[src/rtl/bp_pkg.sv]
// Shared types and helpers for the gshare branch predictor.
package bp_pkg;

    // 2-bit saturating counter encodings
    localparam logic [1:0] SNT = 2'b00;
    localparam logic [1:0] WNT = 2'b01;
    localparam logic [1:0] WT  = 2'b10;
    localparam logic [1:0] ST  = 2'b11;

    typedef logic [1:0] ctr2_t;

    // Move a counter one step toward the observed outcome, clamping at the ends
    function automatic ctr2_t sat_update(ctr2_t c, logic taken);
        ctr2_t r;
        if (taken) begin
            r = (c == ST) ? ST : ctr2_t'(c + 2'd1);
        end else begin
            r = (c == SNT) ? SNT : ctr2_t'(c - 2'd1);
        end
        return r;
    endfunction

endpackage

[src/rtl/ghr_shift.sv]
// Global history register with mispredict rollback.
// A restore reloads the history from the branch's snapshot plus its real
// outcome and takes priority over a speculative shift in the same cycle.
module ghr_shift #(
    parameter int HIST_W = 7
) (
    input  logic              clk,
    input  logic              reset,
    input  logic              shift_en_i,
    input  logic              shift_bit_i,
    input  logic              restore_en_i,
    input  logic [HIST_W-1:0] restore_hist_i,
    input  logic              restore_bit_i,
    output logic [HIST_W-1:0] hist_o
);

    logic [HIST_W-1:0] hist_q;
    logic [HIST_W-1:0] hist_d;

    // Next history: recovery beats speculative shift, otherwise hold
    always_comb begin
        hist_d = hist_q;
        if (restore_en_i) begin
            hist_d = {restore_hist_i[HIST_W-2:0], restore_bit_i};
        end else if (shift_en_i) begin
            hist_d = {hist_q[HIST_W-2:0], shift_bit_i};
        end
    end

    // History register with synchronous clear
    always_ff @(posedge clk) begin
        if (reset) begin
            hist_q <= '0;
        end else begin
            hist_q <= hist_d;
        end
    end

    assign hist_o = hist_q;

endmodule

[src/rtl/gshare_branch_predictor.sv]
// Gshare direction predictor: PHT of 2-bit counters indexed by PC XOR global
// history. Prediction is a combinational read; training from execute writes
// one counter per cycle and a mispredict rolls the history back.
module gshare_branch_predictor
    import bp_pkg::*;
#(
    parameter int HIST_W = 7,
    parameter int PC_W   = 7
) (
    input  logic              clk,
    input  logic              reset,
    input  logic              predict_valid,
    input  logic [PC_W-1:0]   predict_pc,
    output logic              predict_taken,
    output logic [HIST_W-1:0] predict_history,
    input  logic              train_valid,
    input  logic              train_taken,
    input  logic              train_mispredicted,
    input  logic [HIST_W-1:0] train_history,
    input  logic [PC_W-1:0]   train_pc
);

    localparam int DEPTH = 1 << HIST_W;

    ctr2_t             pht_q [DEPTH];
    logic [HIST_W-1:0] hist;
    logic [HIST_W-1:0] pidx;
    logic [HIST_W-1:0] tidx;
    logic              recover;

    // PC_W is required to equal HIST_W, so the XOR is a plain modulo-DEPTH index
    assign pidx    = HIST_W'(predict_pc) ^ hist;
    assign tidx    = HIST_W'(train_pc) ^ train_history;
    assign recover = train_valid & train_mispredicted;

    // Read port sees the counter before any same-cycle training (no bypass)
    assign predict_taken   = pht_q[pidx][1];
    assign predict_history = hist;

    ghr_shift #(
        .HIST_W(HIST_W)
    ) u_ghr (
        .clk           (clk),
        .reset         (reset),
        .shift_en_i    (predict_valid),
        .shift_bit_i   (predict_taken),
        .restore_en_i  (recover),
        .restore_hist_i(train_history),
        .restore_bit_i (train_taken),
        .hist_o        (hist)
    );

    // Pattern table: full re-init to weakly-not-taken on reset, else one trained entry per cycle
    always_ff @(posedge clk) begin
        if (reset) begin
            for (int i = 0; i < DEPTH; i++) begin
                pht_q[i] <= WNT;
            end
        end else if (train_valid) begin
            pht_q[tidx] <= sat_update(pht_q[tidx], train_taken);
        end
    end

endmodule

[config.mk]
export PLATFORM = sky130hd
export DESIGN_NAME = gshare_branch_predictor
export DESIGN_NICKNAME = d
export VERILOG_FILES = /design/src/rtl/bp_pkg.sv /design/src/rtl/ghr_shift.sv /design/src/rtl/gshare_branch_predictor.sv
export SDC_FILE = /design/constraint.sdc
export NUM_CORES = 1
export LEC_CHECK = 0
export ABC_AREA = 1
export BUFFER_PORTS_ARGS = -buffer_cell sky130_fd_sc_hd__buf_2
export CELL_PAD_IN_SITES_DETAIL_PLACEMENT = 0
export CELL_PAD_IN_SITES_GLOBAL_PLACEMENT = 1
export CORE_MARGIN = 2
export CORE_UTILIZATION = 48
export CTS_CLUSTER_DIAMETER = 50
export DETAILED_ROUTE_END_ITERATION = 12
export PLACE_DENSITY_LB_ADDON = 0.1
export SETUP_SLACK_MARGIN = 0.4
export SLEW_MARGIN = 20
export SYNTH_ARGS = -nofsm -noshare
export SYNTH_HDL_FRONTEND = slang
export SYNTH_SLANG_ARGS = --single-unit
[constraint.sdc]
create_clock -name clk -period 2.2 [get_ports clk]
set_input_delay 0 -clock clk [delete_from_list [all_inputs] [get_ports clk]]
set_output_delay 0 -clock clk [all_outputs]
set_load 0.01 [all_outputs]
* Yosys cells after proc, flatten, opt, wreduce, memory -nomap -nowiden
Memories as Yosys holds them, arrays and structs flattened.
Cells that the tools add are included.
W data, S select, Z words.
** Storage, ports and cells
- Flip-flop bits (word level) :: 7
- Latch bits :: 0
- Bits in writable memories :: 256
- ROM bits :: 0
- Bits of input ports :: 27
- Output and inout bits :: 8
- Word-level logic and storage cells :: 26
- Memories kept :: 1
** Memory list
- pht_q :: words 128, width 2, read ports 2, clocked after memory_dff 0, write ports 128, RTL line gshare_branch_predictor.sv:25 : ctr2_t pht_q [DEPTH];
** Operators by class
- Add/sub/neg operators :: 2
- $mul :: 0
- Div/mod/pow operators :: 0
- $lt $le $gt $ge :: 0
- Equality and inequality tests :: 1
- Shifts and indexed selects :: 0
- Multiplexer cells :: 15
- Bitwise logic cells :: 3
- Reduce and logical (&&, ||, !) cells :: 3
** Operator list (count)
- $mux W7 :: 3
- $xor A7 B7 Y7 :: 2
- $mux W2 :: 6
- $mux W1 :: 6
- $add A2 B1 Y2 const B :: 1
- $eq A2 B2 Y1 const B :: 1
- $logic_not A2 Y1 :: 1
- $reduce_bool A2 Y1 :: 1
- $reduce_or A2 Y1 :: 1
- $sub A2 B1 Y2 const B :: 1
- $and A1 B1 Y1 :: 1

* Longest topological paths before layout
An unclocked memory read counts as a cell.
- Depth in word-level cells :: 8
- Depth in mapped cells :: 20
- Mapped depth without buffers :: 16

* Hierarchy
Synthesis repeated with hierarchy kept, for this count alone.
** Second synthesis, totals
- Cell total of the unflattened synthesis :: 2077
- Area total of the unflattened synthesis :: 15833.9 um2
** Modules (own cells, without submodules)
- gshare_branch_predictor :: instances 1, cells each 2021, area each 15467.3 um2, seq. area each 7687.4 um2
- ghr_shift :: instances 1, cells each 56, area each 366.6 um2, seq. area each 140.1 um2

* Worst setup path after synthesis
No wires, ideal clock.
- Path type :: register to register
- Start point :: mem pht_q[32][1] (netlist name)
- End point :: mem pht_q[38][0] (netlist name) (data pin)
- Arrival :: 1677 ps
- Slack :: 255 ps
- Cell stages (with the launch flop) :: 14
- Path buffers :: 2
- Path through :: edfxtp_1 nand3b_1 nand3_1 nand3_1 nand3_1 nand2_1 nor2_1 nor2_1 nor2_1 nand2_1 nand2_1 buf_2 clkbuf_1 nand3_1
** RTL lines (RTL line)
- start, declared :: gshare_branch_predictor.sv:25

==> implementation parameters <==
Parameter                              Value

Run status
  Run status    finished, violations left
  Violations in the final reports    negative setup slack

Setup path
  Maximum fanout encountered on the critical timing path    8
  Crit end category    register
  CP Launch Point    pht_q[32][1]
  Path type of the worst setup path    reg2reg
  Reg2reg path depth    15
  Worst reg-to-reg setup slack    -400 ps
  Worst Setup Start Kind    register
  CP Data Required Time    2480 ps
  Reg-to-reg endpoint    pht_q[49][1]
  CP arrival    2880 ps
  Source of the worst register-to-register timing path    pht_q[32][1]

Timing
  # setup viols final    257
  Post-Route Setup TNS    -82610 ps
  Final worst setup slack    -399 ps
  Final Hold Viols    0
  Max-slew headroom at the worst pin    0.477
  Top achievable clock speed    0.385 GHz
  Setup repair after global routing missed its margin    true
  Post-route clock period utilization    1.18
  Actual slew at the worst max-slew pin    784 ps
  Max-slew violations    0
  Max Clock Skew    21.9 ps
  Minimum clock period after layout    2600 ps

Clock network
  Clock tree root driver cell    sky130_fd_sc_hd__clkbuf_16
  Insertion delay of the later-clocked pin in the worst-skew pair    540 ps
  Clock buffer depth    3
  Clock net sink count    263
  TritonCTS Buffers    38
  H-tree levels    2
  CTS tree    built
  Clock-pin slew on the worst setup and hold paths    60 ps

Cells and area
  Nets    2277
  Multi-input combinational cell area    0.00700 mm2
  Number of fill cells    2598
  Proportion of layout cells with a drive suffix above 1    0.241
  Antenna Cells    0
  Area Overhead vs Synth    38.7%
  Final instance area    0.0219 mm2
  Final non-filler cell total    2722
  Sequential cell area    0.00783 mm2

Route
  Routed length per instance    22.1 um
  Routed WL    60100 um
  Detail Route Antenna Nets    0
  Avg Vias per Cell    5.74
  Final routed DRC violation total    0
  1st-pass router iterations    7
  Vias after detailed routing    15600
  Iteration-0 DRC Markers    1985

Yosys
  Warnings, synthesis    0
  Cells taking the most area after synthesis    sky130_fd_sc_hd__edfxtp_1 (49%), sky130_fd_sc_hd__nand3_1 (13%), sky130_fd_sc_hd__nand2_1 (11%)
  Part of the Yosys area used for sequential elements    0.495
  Synth Flop Type    sky130_fd_sc_hd__edfxtp_1
  Ranking of synthesized cells by instance count    sky130_fd_sc_hd__nand2_1 (457), sky130_fd_sc_hd__nand3_1 (404), sky130_fd_sc_hd__inv_1 (381)
  Number of distinct library cells after synthesis    27
  Proportion of netlist area held by the largest area contributor    0.486
  Post-synth EDFFs    256
  Netlist area before placement    0.0158 mm2
  Library cell occupying the most area in the post-synthesis netlist    sky130_fd_sc_hd__edfxtp_1
  Average instance area after synthesis    7.62 um2
  Async set or reset register ratio after synthesis    0
  Seq cells post-synth    263
  Synthesized Nets    2102
  Most repeated cell in the gate-level netlist after synthesis    sky130_fd_sc_hd__nand2_1
  Post-Syn Instances    2075

Power and ir drop
  Total design power    18.6 mW
  Peak supply drop    661 uV
  Power density relative to cell area    846 mW/mm2
  Static power due to leakage    8.68 nW

Floorplan
  I/O pin cnt    35
  Core Rows    66
  DIE HEIGHT    186 um
  Total core area    0.0325 mm2
  Die ar.    0.0344 mm2
  Die extent in x    186 um
  Starting density of the core    0.487

Global route
  Number of antenna violations at the first check in global routing    0
  Maximum number of pins on one net before global-route repair    134
  Total track usage    0.348
  Wire length of the first global-routing pass    88500 um
  Via count of the first global-routing pass    15000
  Total overflow reported by the global router    0

Hold path
  Hold/Removal Path Class    in2reg
  Hold path start    train_history[2]
  End point of the most critical hold path    u_ghr.hist_o[3]
  Number of cells on the worst hold path    6

Placed design
  Minimum setup slack after placement    -381 ps
  GP Congestion    0.933
  Placed cell count    2555
  DP Wirelength    35000 um
  Port-buffer cells    34
  Placed Area    0.0176 mm2

Job
  # Max-Cap Violations    0
-- stage by stage --
stage	hold WS (ps)	util
after floorplan	69.1	-
final	20.4	0.676
after global routing	48.0	0.676
after global placement	256	0.541
after detailed placement	251	0.541
after CTS	2.90	0.654
-- routing by layer --
metal,share of wire,track usage,up-vias
met5,0,0,-
met4,0.046,0.152,0
met3,0.098,0.0626,187
met2,0.47,0.559,903
met1,0.39,0.462,7469
li1,-,-,7053
-- where the power goes --
part / switching (mW) / internal [mW] / leakage (nW)
clock network: 2.38 / 4.15 / 0.642
logic: 3.43 / 2.96 / 5.73
registers: 0.0517 / 5.59 / 2.31
-- cell usage in the layout, fill, tap and decap left out, drive strengths merged, types with 2 or more instances in the layout --
master	instances
dfxtp	7
clkinvlp	5
nand2	460
clkinv	11
or2	2
clkbuf	50
o22ai	2
o21ai	8
nand3	404
xnor2	12
dlygate4sd3	7
bufinv	6
a21oi	2
o211ai	93
edfxtp	256
nor2	295
inv	386
buf	258
nor3	11
-- flip-flops by register name, indices dropped and copies added (netlist names) --
name          count
pht_q           256
u_ghr.hist_o      7
-- worst max path at each step --
stage                         end  slack [ps]
global placement     pht_q[66][0]        -350
floorplan            pht_q[64][1]         380
finish               pht_q[49][1]        -400
global route         pht_q[54][1]        -390
detailed placement   pht_q[75][0]        -380
CTS                 predict_taken        -280
-- logic make-up after synthesis --
group                     after synthesis  share of synthesized area
xor gates and xnor gates               13                    0.00815
and+or+nand+nor                      1174                      0.313
buffers and inverters                 519                      0.135
DFF                                   263                      0.495
AOI/OAI and AO/OA                     106                     0.0486
-- area by class of cell --
cell class                      instances  area share
Sequential cell                       263       0.357
Multi-Input combinational cell       1293       0.319
Timing Repair Buffer                  269       0.170
Inverter                              385      0.0664
Clock buffer                           47      0.0482
Tap cell                              442      0.0252
Clock inverter                         23      0.0135
-- worst max-delay path: stages, from the launching register on --
cell and delay, ps:
sky130_fd_sc_hd__edfxtp_1 470, sky130_fd_sc_hd__nand3b_1 280, sky130_fd_sc_hd__nand3_1 140, sky130_fd_sc_hd__nand3_2 80, sky130_fd_sc_hd__nand3_2 80, sky130_fd_sc_hd__nand2_2 60, sky130_fd_sc_hd__nor2_4 150, sky130_fd_sc_hd__nor2_4 60
sky130_fd_sc_hd__nor2_4 130, sky130_fd_sc_hd__buf_6 120, sky130_fd_sc_hd__nand3_4 120, sky130_fd_sc_hd__nand2_8 140, sky130_fd_sc_hd__buf_12 160, sky130_fd_sc_hd__buf_12 140, sky130_fd_sc_hd__buf_16 160, sky130_fd_sc_hd__nor2_4 40
-- timing repair --
action / 4_1_cts / 5_1_grt
hold buffers: 7 / 0
gates cloned: 33 / 3
resized for setup: 199 / 127
pin swaps: 57 / 37
buffers inserted: 39 / 15
endpoints found under the hold margin: 7 / 0
endpoints found under the setup margin: 258 / 359
Note: power is estimated with default switching activity, not from simulation.
